<file path="src/rtl/wishbone_timeout_bridge.sv">
// Registered Wishbone Classic stage in front of the bus splitter.
// Each master request is captured, replayed downstream, and answered with a
// registered ACK/ERR. A watchdog converts a missing downstream response into
// an ERR so that a hung peripheral cannot stall the master.
module wishbone_timeout_bridge #(
  parameter int                    ADDR_WIDTH     = 32,
  parameter int                    DATA_WIDTH     = 32,
  parameter int                    SEL_WIDTH      = DATA_WIDTH / 8,
  parameter int                    TIMEOUT_CYCLES = 255,
  parameter logic [DATA_WIDTH-1:0] TIMEOUT_DATA   = 32'hDEADBEEF
) (
  input  logic                  wb_clk_i,
  input  logic                  wb_rst_n,
  input  logic                  up_wb_cyc_i,
  input  logic                  up_wb_stb_i,
  input  logic                  up_wb_we_i,
  input  logic [SEL_WIDTH-1:0]  up_wb_sel_i,
  input  logic [ADDR_WIDTH-1:0] up_wb_adr_i,
  input  logic [DATA_WIDTH-1:0] up_wb_dat_i,
  output logic [DATA_WIDTH-1:0] up_wb_dat_o,
  output logic                  up_wb_ack_o,
  output logic                  up_wb_err_o,
  output logic                  dn_wb_cyc_o,
  output logic                  dn_wb_stb_o,
  output logic                  dn_wb_we_o,
  output logic [SEL_WIDTH-1:0]  dn_wb_sel_o,
  output logic [ADDR_WIDTH-1:0] dn_wb_adr_o,
  output logic [DATA_WIDTH-1:0] dn_wb_dat_o,
  input  logic [DATA_WIDTH-1:0] dn_wb_dat_i,
  input  logic                  dn_wb_ack_i,
  input  logic                  dn_wb_err_i,
  output logic                  timeout_o,
  output logic [7:0]            timeout_cnt_o,
  output logic [ADDR_WIDTH-1:0] timeout_adr_o
);

  // A zero timeout disables the watchdog; keep the counter at least one bit wide.
  localparam bit             WDOG_EN   = (TIMEOUT_CYCLES != 0);
  localparam int             WCW       = WDOG_EN ? $clog2(TIMEOUT_CYCLES + 1) : 1;
  localparam logic [WCW-1:0] WAIT_LAST = WDOG_EN ? WCW'(TIMEOUT_CYCLES - 1) : {WCW{1'b0}};
  localparam logic [WCW-1:0] WAIT_MAX  = {WCW{1'b1}};
  localparam logic [WCW-1:0] WAIT_ONE  = WCW'(1'b1);

  typedef enum logic [1:0] {
    IDLE  = 2'd0,
    ISSUE = 2'd1,
    RESP  = 2'd2
  } state_t;

  state_t                state_r,       state_nxt_s;
  logic [WCW-1:0]        wait_cnt_r,    wait_cnt_nxt_s;
  logic                  dn_cyc_r,      dn_cyc_nxt_s;
  logic                  dn_stb_r,      dn_stb_nxt_s;
  logic                  dn_we_r,       dn_we_nxt_s;
  logic [SEL_WIDTH-1:0]  dn_sel_r,      dn_sel_nxt_s;
  logic [ADDR_WIDTH-1:0] dn_adr_r,      dn_adr_nxt_s;
  logic [DATA_WIDTH-1:0] dn_dat_r,      dn_dat_nxt_s;
  logic [DATA_WIDTH-1:0] up_dat_r,      up_dat_nxt_s;
  logic                  up_ack_r,      up_ack_nxt_s;
  logic                  up_err_r,      up_err_nxt_s;
  logic                  timeout_r,     timeout_nxt_s;
  logic [7:0]            to_cnt_r,      to_cnt_nxt_s;
  logic [ADDR_WIDTH-1:0] to_adr_r,      to_adr_nxt_s;

  // Next-state and next-output logic; response flags default low so they pulse.
  always_comb begin
    state_nxt_s    = state_r;
    wait_cnt_nxt_s = wait_cnt_r;
    dn_cyc_nxt_s   = dn_cyc_r;
    dn_stb_nxt_s   = dn_stb_r;
    dn_we_nxt_s    = dn_we_r;
    dn_sel_nxt_s   = dn_sel_r;
    dn_adr_nxt_s   = dn_adr_r;
    dn_dat_nxt_s   = dn_dat_r;
    up_dat_nxt_s   = up_dat_r;
    up_ack_nxt_s   = 1'b0;
    up_err_nxt_s   = 1'b0;
    timeout_nxt_s  = 1'b0;
    to_cnt_nxt_s   = to_cnt_r;
    to_adr_nxt_s   = to_adr_r;

    case (state_r)
      IDLE: begin
        if (up_wb_cyc_i && up_wb_stb_i) begin
          dn_we_nxt_s    = up_wb_we_i;
          dn_sel_nxt_s   = up_wb_sel_i;
          dn_adr_nxt_s   = up_wb_adr_i;
          dn_dat_nxt_s   = up_wb_dat_i;
          dn_cyc_nxt_s   = 1'b1;
          dn_stb_nxt_s   = 1'b1;
          wait_cnt_nxt_s = {WCW{1'b0}};
          state_nxt_s    = ISSUE;
        end else begin
          state_nxt_s    = IDLE;
        end
      end

      ISSUE: begin
        if (!up_wb_cyc_i) begin
          // Master abandoned the cycle: withdraw silently.
          dn_cyc_nxt_s = 1'b0;
          dn_stb_nxt_s = 1'b0;
          state_nxt_s  = IDLE;
        end else if (dn_wb_err_i) begin
          // ERR takes priority over a simultaneous ACK.
          up_err_nxt_s = 1'b1;
          dn_cyc_nxt_s = 1'b0;
          dn_stb_nxt_s = 1'b0;
          state_nxt_s  = RESP;
        end else if (dn_wb_ack_i) begin
          up_ack_nxt_s = 1'b1;
          up_dat_nxt_s = dn_wb_dat_i;
          dn_cyc_nxt_s = 1'b0;
          dn_stb_nxt_s = 1'b0;
          state_nxt_s  = RESP;
        end else if (WDOG_EN && (wait_cnt_r == WAIT_LAST)) begin
          up_err_nxt_s  = 1'b1;
          up_dat_nxt_s  = TIMEOUT_DATA;
          timeout_nxt_s = 1'b1;
          to_adr_nxt_s  = dn_adr_r;
          dn_cyc_nxt_s  = 1'b0;
          dn_stb_nxt_s  = 1'b0;
          state_nxt_s   = RESP;
          if (to_cnt_r != 8'hFF) begin
            to_cnt_nxt_s = to_cnt_r + 8'd1;
          end else begin
            to_cnt_nxt_s = to_cnt_r;
          end
        end else begin
          // Still waiting; the counter holds at its maximum rather than wrapping.
          if (wait_cnt_r != WAIT_MAX) begin
            wait_cnt_nxt_s = wait_cnt_r + WAIT_ONE;
          end else begin
            wait_cnt_nxt_s = wait_cnt_r;
          end
        end
      end

      RESP: begin
        // ACK/ERR was visible for this one cycle; upstream stb is ignored here.
        state_nxt_s = IDLE;
      end

      default: begin
        dn_cyc_nxt_s = 1'b0;
        dn_stb_nxt_s = 1'b0;
        state_nxt_s  = IDLE;
      end
    endcase
  end

  // State and output registers; reset clears everything and drops the downstream cycle at once.
  always_ff @(posedge wb_clk_i or negedge wb_rst_n) begin
    if (!wb_rst_n) begin
      state_r    <= IDLE;
      wait_cnt_r <= {WCW{1'b0}};
      dn_cyc_r   <= 1'b0;
      dn_stb_r   <= 1'b0;
      dn_we_r    <= 1'b0;
      dn_sel_r   <= {SEL_WIDTH{1'b0}};
      dn_adr_r   <= {ADDR_WIDTH{1'b0}};
      dn_dat_r   <= {DATA_WIDTH{1'b0}};
      up_dat_r   <= {DATA_WIDTH{1'b0}};
      up_ack_r   <= 1'b0;
      up_err_r   <= 1'b0;
      timeout_r  <= 1'b0;
      to_cnt_r   <= 8'd0;
      to_adr_r   <= {ADDR_WIDTH{1'b0}};
    end else begin
      state_r    <= state_nxt_s;
      wait_cnt_r <= wait_cnt_nxt_s;
      dn_cyc_r   <= dn_cyc_nxt_s;
      dn_stb_r   <= dn_stb_nxt_s;
      dn_we_r    <= dn_we_nxt_s;
      dn_sel_r   <= dn_sel_nxt_s;
      dn_adr_r   <= dn_adr_nxt_s;
      dn_dat_r   <= dn_dat_nxt_s;
      up_dat_r   <= up_dat_nxt_s;
      up_ack_r   <= up_ack_nxt_s;
      up_err_r   <= up_err_nxt_s;
      timeout_r  <= timeout_nxt_s;
      to_cnt_r   <= to_cnt_nxt_s;
      to_adr_r   <= to_adr_nxt_s;
    end
  end

  assign up_wb_dat_o   = up_dat_r;
  assign up_wb_ack_o   = up_ack_r;
  assign up_wb_err_o   = up_err_r;
  assign dn_wb_cyc_o   = dn_cyc_r;
  assign dn_wb_stb_o   = dn_stb_r;
  assign dn_wb_we_o    = dn_we_r;
  assign dn_wb_sel_o   = dn_sel_r;
  assign dn_wb_adr_o   = dn_adr_r;
  assign dn_wb_dat_o   = dn_dat_r;
  assign timeout_o     = timeout_r;
  assign timeout_cnt_o = to_cnt_r;
  assign timeout_adr_o = to_adr_r;

endmodule

</file>
<file path="config.mk">
export PLATFORM = sky130hd
export DESIGN_NAME = wishbone_timeout_bridge
export DESIGN_NICKNAME = d
export VERILOG_FILES = /design/src/rtl/wishbone_timeout_bridge.sv
export SDC_FILE = /design/constraint.sdc
export NUM_CORES = 1
export LEC_CHECK = 0
export ABC_CLOCK_PERIOD_IN_PS = 1700
export BUFFER_PORTS_ARGS = -buffer_cell sky130_fd_sc_hd__buf_2
export CORE_ASPECT_RATIO = 2
export CORE_MARGIN = 4
export CORE_UTILIZATION = 38
export DETAILED_ROUTE_END_ITERATION = 7
export HOLD_SLACK_MARGIN = 0.15
export PLACE_DENSITY = 0.68
export SLEW_MARGIN = 20
export SYNTH_ARGS = -nofsm -noshare
export SYNTH_HDL_FRONTEND = slang
export SYNTH_SLANG_ARGS = --single-unit
</file>
<file path="constraint.sdc">
create_clock -name wb_clk_i -period 1.7 [get_ports wb_clk_i]
set_input_delay 0.34 -clock wb_clk_i [delete_from_list [all_inputs] [get_ports wb_clk_i]]
set_output_delay 0.34 -clock wb_clk_i [all_outputs]
set_load 0.005 [all_outputs]
</file>
# Word level (Yosys, flattened, before mapping)
# Cells that the tools add are included.
# W data, S select, Z words.
[word_totals] reg_bits=155 output_inout_bits=146
[op_classes] n_addsub=2 eq_ne=12 muxes=33 bitwise_logic=3 n_reduce_logical=10
[ops] operator="$mux W32" n=2
[ops] operator="$mux W8" n=6
[ops] operator="$mux W1" n=18
[ops] operator="$add A8 B1 Y8 const B" n=2
[ops] operator="$ne A8 B8 Y1 const B" n=2
[ops] operator="$pmux W8 S2" n=1
[ops] operator="$ne A2 B2 Y1 const B" n=6
[ops] operator="$eq A8 B8 Y1 const B" n=1
[ops] operator="$mux W2" n=4
[ops] operator="$reduce_and A7 Y1" n=1
[ops] operator="$reduce_and A6 Y1" n=1
[ops] operator="$ne A5 B5 Y1 const B" n=1
[ops] operator="$reduce_and A5 Y1" n=1
[ops] operator="$pmux W2 S2" n=1
[ops] operator="$reduce_and A4 Y1" n=1
[ops] operator="$reduce_bool A2 Y1" n=2
[ops] operator="$not A1 Y1" n=3
[ops] operator="$pmux W1 S3" n=1
[ops] operator="$reduce_and A3 Y1" n=1
[ops] operator="$eq A2 B1 Y1 const B" n=1
[ops] operator="$eq A2 B2 Y1 const B" n=1
[ops] operator="$logic_not A2 Y1" n=1
[ops] operator="$reduce_and A2 Y1" n=1
[ops] operator="$logic_and A1 B1 Y1" n=1

# Longest topological paths before layout
# Gate-level depths: netlist of run 1.
[depth] word_depth=7 depth_mapped=7

# Worst setup path after synthesis of run 1
# Ideal clock, no wire load.
[synth_path] path_type="register to register" startpoint="register wait_cnt_r[0]" endpoint="register wait_cnt_r[1]" arrival_time_ns=1.635 required_ns=1.575 path_slack_ns=-0.060 path_stages_with_launch=8 path_buffers=1 synth_period_minus_slack_ns=1.760 path_cell_list="dfrtp_1 inv_1 ha_1 nor2b_1 o2111ai_4 and2_1 buf_6 mux2_4"
[synth_via] elab_chain_cells=7 word_cells_on_any_way=12
[synth_rtl] item="start, declared" line="51" source="logic [WCW-1:0] wait_cnt_r, wait_cnt_nxt_s;"
[synth_rtl] item="start signal, assigned" line="156" source="wait_cnt_r <= {WCW{1'b0}};"
[synth_rtl] item="start signal, assigned" line="171" source="wait_cnt_r <= wait_cnt_nxt_s;"
[synth_rtl] item="$add A8 B1 Y8" line="132" source="wait_cnt_nxt_s = wait_cnt_r + WAIT_ONE;"
[synth_rtl] item="$mux W8" line="131" source="if (wait_cnt_r != WAIT_MAX) begin"
[synth_rtl] item="$mux W8" line="116" source="end else if (WDOG_EN && (wait_cnt_r == WAIT_LAST)) begin"
[synth_rtl] item="$mux W8" line="110" source="end else if (dn_wb_ack_i) begin"
[synth_rtl] item="$mux W8" line="104" source="end else if (dn_wb_err_i) begin"
[synth_rtl] item="$mux W8" line="99" source="if (!up_wb_cyc_i) begin"
[synth_rtl] item="$pmux W8 S2" line="82" source="case (state_r)"
# Several ways; a longest one is shown, not always the timed one. The select of a mux whose other input is x is not followed.
# A chain may end at the register's enable or synchronous reset.

# Final worst setup path of run 1
[layout_path] startpoint="register state_r[1]" endpoint="register to_adr_r[23] (netlist: timeout_adr_o[23])"
[layout_via] elab_chain_cells=2
[layout_rtl] item="start, declared" line="50" source="state_t state_r, state_nxt_s;"
[layout_rtl] item="start signal, assigned" line="170" source="state_r <= state_nxt_s;"
[layout_rtl] item="$eq A2 B1 Y1" line="82"
[layout_rtl] item="$reduce_and A5 Y1 (no line)"
[layout_rtl] item="end signal, assigned" line="168" source="to_adr_r <= {ADDR_WIDTH{1'b0}};"
[layout_rtl] item="end signal, assigned" line="183" source="to_adr_r <= to_adr_nxt_s;"
[layout_rtl] item="end, declared" line="63" source="logic [ADDR_WIDTH-1:0] to_adr_r, to_adr_nxt_s;"
# No other way between the ends.

==> impl_metrics.ini, run 1 <==
[routing]
dr_total_vias = 5403
wirelength_um = 18560
drtAntennaViolNets = 0
firstDrtPassIters = 4
drt_drc_violations_left = 0
post_drt_wl_per_cell_um = 16.35
route.detailed.vias_per_inst = 4.760
detail_route.iter0.violations = 138

[cts]
worst_skew_pair_latency_ps = 420
numCtsBuffers = 17
clock_tree_from_tritoncts = yes
clkTransAtPathRegs_ps = 60
clock-sinks = 155
htreeDepth = 4
root_buffer = sky130_fd_sc_hd__clkbuf_16
max-clock-path-buffers = 2

[synth]
async_reset_ff_frac = 1.000
synth_top_cell_area_share = 0.6136
synth-compound-area-share = 0.06987
postSynthNetCount = 653
post_synth_xor_area_fraction = 0.008314
largest_family_of_logic_cells_by_synthesized_area = simple AND/OR/NAND/NOR gates
postSynthCellCount = 543
synth-adder-area-share = 0.005938
ys_ff_latch = 155
netlist_area_um2 = 6321
synth_seq_area_share = 0.6136
yosys.area_share.simple = 0.1875
dominantRegCellSynth = sky130_fd_sc_hd__dfrtp_1
synth-edff-count = 0
syn_avg_cell_area_um2 = 11.64
post-synth-top-count-cell = sky130_fd_sc_hd__nand2_1
synth.cells.most_frequent = 216 x sky130_fd_sc_hd__nand2_1, 155 x sky130_fd_sc_hd__dfrtp_1, 29 x sky130_fd_sc_hd__mux2_4, 23 x sky130_fd_sc_hd__o22a_1, 18 x sky130_fd_sc_hd__clkbuf_1
muxShareOfSynthArea = 0.08116
synth.largest_area_cell = sky130_fd_sc_hd__dfrtp_1
synth-warning-count = 0
synth_area_leaders = sky130_fd_sc_hd__dfrtp_1 61%, sky130_fd_sc_hd__nand2_1 13%, sky130_fd_sc_hd__mux2_4 6.9%
synth_cell_types = 46

[layout]
syn_to_final_growth_pct = 54.06
final.fill_count = 1297
final_design_area_no_fill_um2 = 9738
layout-drive-gt1-share = 0.4065
layout.area.seq_um2 = 3879
multi_input_gate_area_in_the_final_layout_um2 = 2286
finish.net_count = 1028

[power_and_ir_drop]
power_leakage_uw = 0.005222
p_clk_frac = 0.397
powerDensity_nw_per_um2 = 1084
peakVddDrop_uv = 707.4
p_sw_uw = 2633
share_comb_of_total_power = 0.170
power.internal_uw = 7927
p_seq_frac = 0.433
switching_power_share_of_the_total = 0.2493
post-layout-total-power_uw = 10560

[grt]
number_of_antenna_violations_at_the_first_check_in_global_routing = 1
met2_usage = 0.3640
global_routing_usage_on_met1 = 0.2219
grt_start_max_net_pins = 51
met3_grt_util = 0.04174
grt_remaining_overflow = 0
grt_pass1_vias = 5922
grt_first_pass_wirelength_um = 30250
global_route.peak_usage_layer = met2
grt_usage = 0.2025

[critical_path]
crit_start = state_r[1]
regToRegStartpoint = state_r[1]
worst_setup_path_start_kind = register
setup.worst_path.end_class = register
data_arrival_at_the_endpoint_of_the_critical_path_ps = 1970
worstPathMaxFanout = 27
worstSetupPathType = register to register
critical_path_required_ps = 2000

[floorplan]
core_footprint_um2 = 16270
die_h_um = 190.4
top_level_ports = 253
design.die.area_um2 = 18890
die-width_um = 99.20
rows = 66
initial_standard_cell_utilization_of_the_core = 0.3886

[sta]
slew_headroom = 0.7531
timing.final.crit_share = 0.9830
timing.final.setup_violations = 0
fin_skew_ps = 7.341
timing.final.hold_violations = 0
finalWorstPathRequiredPeriod_ps = 1671
fin_worst_hold_slack_ps = 165.3
tightestPinTransition_ps = 369.6
timing_max_transition_violations_final = 0
finalSetupTns_ps = 0
fmax_ghz = 0.5984
rsz0062_at_grt = yes
final_setup_margin_ps = 28.83

[flow_run]
max_cap_violations = 0

[place]
place.port_buffers = 252
placement.cell_area_um2 = 8104
detailedPlace.worstSlack_ps = -80.23
routability_cong = 0.7977
half_perimeter_wire_length_after_detailed_placement_um = 13000

[hold_path]
hp-start = dn_wb_dat_i[27]
hold_path_class = input port to register

[status]
outcome = completed
-- per-layer routing --
layer | vias up | part of all wire
met5 | - | 0
met4 | 0 | 0.046
met3 | 47 | 0.057
met2 | 206 | 0.53
met1 | 2596 | 0.36
li1 | 2554 | -
-- metrics by stage --
step           cells  utilization
3_3_place_gp    1006       0.4982
2_1_floorplan    543            -
5_1_grt         1135       0.5986
6_report        1135       0.5986
3_5_place_dp    1006       0.4982
4_1_cts         1132       0.5971
-- final timing paths --
check                      cells past startpoint  slack [ps]           endpoint
max in group asynchronous                      3         800    dn_wb_adr_o[31]
setup / recovery                               5          30  timeout_adr_o[23]
min in group asynchronous                      2         350         state_r[1]
hold / removal                                 2         170    up_wb_dat_o[27]
setup reg to reg                               5          30  timeout_adr_o[23]
hold reg to reg                                2         470    dn_wb_dat_o[24]
-- power by group through the flow --
stage                     clock network [uW]  registers [uW]  logic [uW]
after floorplan                            0            4670         570
after global placement                     0            4610        1600
after detailed placement                   0            4630        1640
after CTS                               4330            4570        1820
after global routing                    4450            4650        2010
final                                   4190            4570        1800
-- layout make-up --
cell class	instances	share of cell area
sequential	155	0.3983
timing repair buffer	385	0.2720
multi-input combinational	356	0.2347
clock buffer	21	0.04831
tap	204	0.02621
clock inverter	10	0.01902
inverter	3	0.001156
antenna	1	0.0002570
-- sequential cells by signal (all words and copies together) (netlist names) --
signal / cells
dn_wb_dat_o: 32
up_wb_err_o: 1
dn_wb_adr_o: 32
wait_cnt_r: 8
timeout_cnt_o: 8
up_wb_dat_o: 32
up_wb_ack_o: 1
dn_wb_sel_o: 4
state_r: 2
dn_wb_we_o: 1
dn_wb_stb_o: 1
timeout_adr_o: 32
timeout_o: 1
-- kinds of logic after synthesis --
logic type / count (synthesis)
AND/OR/NAND/NOR: 263
flip-flops: 155
AO/OA/AOI/OAI: 48
multiplexers: 36
buffers and inverters: 32
XOR/XNOR: 6
adder cells (fa/ha/maj): 3
-- cell usage in the layout, fill, tap and decap left out, types with 2 or more instances in the layout --
cell and instances:
sky130_fd_sc_hd__buf_2 251, sky130_fd_sc_hd__nand2_1 216, sky130_fd_sc_hd__dfrtp_1 155, sky130_fd_sc_hd__dlygate4sd3_1 95
sky130_fd_sc_hd__mux2_4 29, sky130_fd_sc_hd__buf_4 26, sky130_fd_sc_hd__o22a_1 23, sky130_fd_sc_hd__clkbuf_16 17
sky130_fd_sc_hd__nand3_1 13, sky130_fd_sc_hd__buf_12 11, sky130_fd_sc_hd__a22o_1 8, sky130_fd_sc_hd__mux2_2 6
sky130_fd_sc_hd__xor2_1 6, sky130_fd_sc_hd__bufinv_16 5, sky130_fd_sc_hd__nor2_1 4, sky130_fd_sc_hd__nor3_1 4
sky130_fd_sc_hd__a32o_1 4, sky130_fd_sc_hd__nor4_2 4, sky130_fd_sc_hd__o21ai_0 3, sky130_fd_sc_hd__nand2b_1 3
sky130_fd_sc_hd__clkbuf_8 3, sky130_fd_sc_hd__inv_2 2, sky130_fd_sc_hd__nor2b_1 2, sky130_fd_sc_hd__and4_1 2
sky130_fd_sc_hd__and3_1 2, sky130_fd_sc_hd__a21oi_1 2, sky130_fd_sc_hd__clkinv_2 2, sky130_fd_sc_hd__inv_6 2
-- worst max-delay path, cell delays in order (launching register included) --
cell and delay, ps:
sky130_fd_sc_hd__dfrtp_1 380, sky130_fd_sc_hd__and4bb_4 370, sky130_fd_sc_hd__nand2_8 90, sky130_fd_sc_hd__nor2_8 130, sky130_fd_sc_hd__buf_12 230, sky130_fd_sc_hd__mux2_4 330
-- timing repair --
action,4_1_cts,5_1_grt
pin swaps,0,0
resized for setup,1,2
endpoints found under the setup margin,1,38
hold endpoints to repair,249,0
buffers inserted,0,2
hold buffers,95,0
(Power assumes the default switching activity.)
==> run 2: changes to the inputs <==
--- a/config.mk
+++ b/config.mk
@@ -13,6 +13,7 @@
 export DETAILED_ROUTE_END_ITERATION = 7
 export HOLD_SLACK_MARGIN = 0.15
 export PLACE_DENSITY = 0.68
+export REMOVE_ABC_BUFFERS = 1
 export SLEW_MARGIN = 20
 export SYNTH_ARGS = -nofsm -noshare
 export SYNTH_HDL_FRONTEND = slang
==> run 2 against run 1 <==
  * Core utilization fell by 0.41 points
  * Sequential share of layout area grew 0.27 points
  * Highest routed layer unchanged
  * Via count is 0.54% higher
  * Cell count is 0.79% higher
  * Clock skew fell by 0.71 ps
  * Setup slack got worse by 6.1 ps
  * Final area is 0.68% lower
  * Global-route usage down 0.16 points
  * Flip-flop and latch count is the same
  * Critical endpoint is now timeout_adr_o[31]
  * Maximum frequency fell by 0.36%
==> impl_metrics.ini, run 2 (same netlist as run 1, synthesis figures left out) <==
[routing]
wirelength_um = 18530
dr_total_vias = 5432
firstDrtPassIters = 7
drtAntennaViolNets = 0
post_drt_wl_per_cell_um = 16.20
detail_route.iter0.violations = 121
drt_drc_violations_left = 0
route.detailed.vias_per_inst = 4.748

[flow_run]
max_cap_violations = 0

[sta]
tightestPinTransition_ps = 464.6
final_setup_margin_ps = 22.73
timing.final.setup_violations = 0
timing_max_transition_violations_final = 0
finalWorstPathRequiredPeriod_ps = 1677
timing.final.crit_share = 0.9866
timing.final.hold_violations = 0
rsz0062_at_grt = yes
slew_headroom = 0.6902
fmax_ghz = 0.5962
fin_worst_hold_slack_ps = 172.3
fin_skew_ps = 6.636

[critical_path]
worstPathMaxFanout = 22
data_arrival_at_the_endpoint_of_the_critical_path_ps = 1980
timing.critical_path.slowest_cell_delay_ps = 380
setup.worst_path.end_class = register
reg2reg_slack_ps = 20
number_of_cells_on_the_worst_reg_to_reg_path = 5
worstSetupPathType = register to register
critical_path.cell_chain = and4bb_4 > nand2_8 > nor2_8 > buf_12 > mux2_2
worst_setup_path_start_kind = register
regToRegStartpoint = state_r[1]
worstReg2RegEnd = timeout_adr_o[31]
slowest_stage = sky130_fd_sc_hd__and4bb_4
critical_path_required_ps = 2000

[status]
outcome = completed

[hold_path]
min_delay_worst_endpoint = up_wb_dat_o[17]
whs_path_depth = 2
hold_path_class = input port to register
hp-start = dn_wb_dat_i[17]

[layout]
finalCoreUtilization = 0.5945
layout-drive-gt1-share = 0.4064
final_design_area_no_fill_um2 = 9672
antenna-diode-count = 0
layout_commonest_cell = sky130_fd_sc_hd__buf_2
layout.cells.most_common_list = 251 x sky130_fd_sc_hd__buf_2, 216 x sky130_fd_sc_hd__nand2_1, 155 x sky130_fd_sc_hd__dfrtp_1
finish.net_count = 1038
syn_to_final_growth_pct = 53.01
fin_cells = 1144

[floorplan]
die_h_um = 190.4
top_level_ports = 253
die-width_um = 99.20
design.die.area_um2 = 18890
core_footprint_um2 = 16270
rows = 66
initial_standard_cell_utilization_of_the_core = 0.3886

[power_and_ir_drop]
peakVddDrop_uv = 712.1
power_leakage_uw = 0.005197
powerDensity_nw_per_um2 = 1038

[grt]
grt_usage = 0.2009
grt_pass1_vias = 5904
grt_remaining_overflow = 0
number_of_antenna_violations_at_the_first_check_in_global_routing = 0
grt_start_max_net_pins = 47
grt_first_pass_wirelength_um = 29810

[cts]
max-clock-path-buffers = 2
clkTransAtPathRegs_ps = 60
root_buffer = sky130_fd_sc_hd__clkbuf_16
numCtsBuffers = 17
htreeDepth = 4
clock_tree_from_tritoncts = yes
clock-sinks = 155
worst_skew_pair_latency_ps = 420

[place]
routability_cong = 0.8566
detailedPlace.worstSlack_ps = -78.14
half_perimeter_wire_length_after_detailed_placement_um = 12750
numPlacedInstances = 1014
placement.cell_area_um2 = 8079
place.port_buffers = 252
run 2: cell count changes in the layout (fill, tap and decap cells not counted), moves of 2 or more:
cell,before,now
sky130_fd_sc_hd__buf_12,11,6
sky130_fd_sc_hd__buf_4,26,37
sky130_fd_sc_hd__buf_6,1,3
sky130_fd_sc_hd__bufinv_16,5,2
sky130_fd_sc_hd__clkbuf_8,3,1
sky130_fd_sc_hd__clkinv_2,2,4
sky130_fd_sc_hd__clkinvlp_4,1,3
sky130_fd_sc_hd__dlygate4sd3_1,95,98
sky130_fd_sc_hd__mux2_2,6,4
sky130_fd_sc_hd__mux2_4,29,31
run 2: stage by stage:
| stage | total power, uW | TNS, ps |
|---|---|---|
| 5_1_grt | 10570 | -67.19 |
| 6_report | 10040 | 0 |
| 4_1_cts | 10150 | 0 |
| 3_3_place_gp | 6198 | -1408 |
| 3_5_place_dp | 6242 | -1873 |
| 2_1_floorplan | 5216 | -327480 |
run 2: routing by layer:
layer | vias to the layer above | share of wire | global-route usage
li1 | 2570 | - | -
met1 | 2585 | 0.35 | 0.2063
met2 | 207 | 0.55 | 0.3645
met3 | 70 | 0.046 | 0.04174
met4 | 0 | 0.057 | 0.1241
met5 | - | 0 | 0
run 2: critical path: cells and delay by family, from the launching register on:
kind,cells,cell delay [ps]
muxes,1,350
DFF,1,370
and+or+nand+nor,3,610
buffers and inverters,1,210
run 2: how the worst max path moves through the flow:
stage                startpoint           endpoint  slack [ps]  depth (start not counted)
floorplan            state_r[0]      wait_cnt_r[1]       -4680                          4
global placement    dn_wb_err_i  timeout_adr_o[31]         -60                          6
detailed placement  dn_wb_err_i  timeout_adr_o[24]         -80                          6
CTS                  state_r[0]     dn_wb_dat_o[4]          10                          5
global route         state_r[1]   timeout_adr_o[2]         -30                          5
finish               state_r[1]  timeout_adr_o[31]          20                          5
run 2: power by group:
group	leakage, uW	internal (uW)	switching [uW]
Sequential	0.00199	4240	325
Combinational	0.00294	966	839
Clock	0.000272	2190	1480
run 2: cell type report:
cell class | count | area [um2]
Fill cell | 1296 | 6596
Sequential cell | 155 | 3879
Timing Repair Buffer | 395 | 2669
Multi-Input combinational cell | 356 | 2291
Clock buffer | 20 | 446.7
Tap cell | 204 | 255.2
Clock inverter | 11 | 120.1
Inverter | 3 | 11.26
run 2: what timing repair did:
| action | in CTS | in global routing |
|---|---|---|
| cloned | 0 | 0 |
| setup buffers | 0 | 1 |
| endpoints found under the setup margin | 4 | 67 |
| gates resized for setup | 2 | 7 |
| endpoints found under the hold margin | 126 | 2 |
| pin swaps | 0 | 1 |
| hold buffers | 96 | 2 |
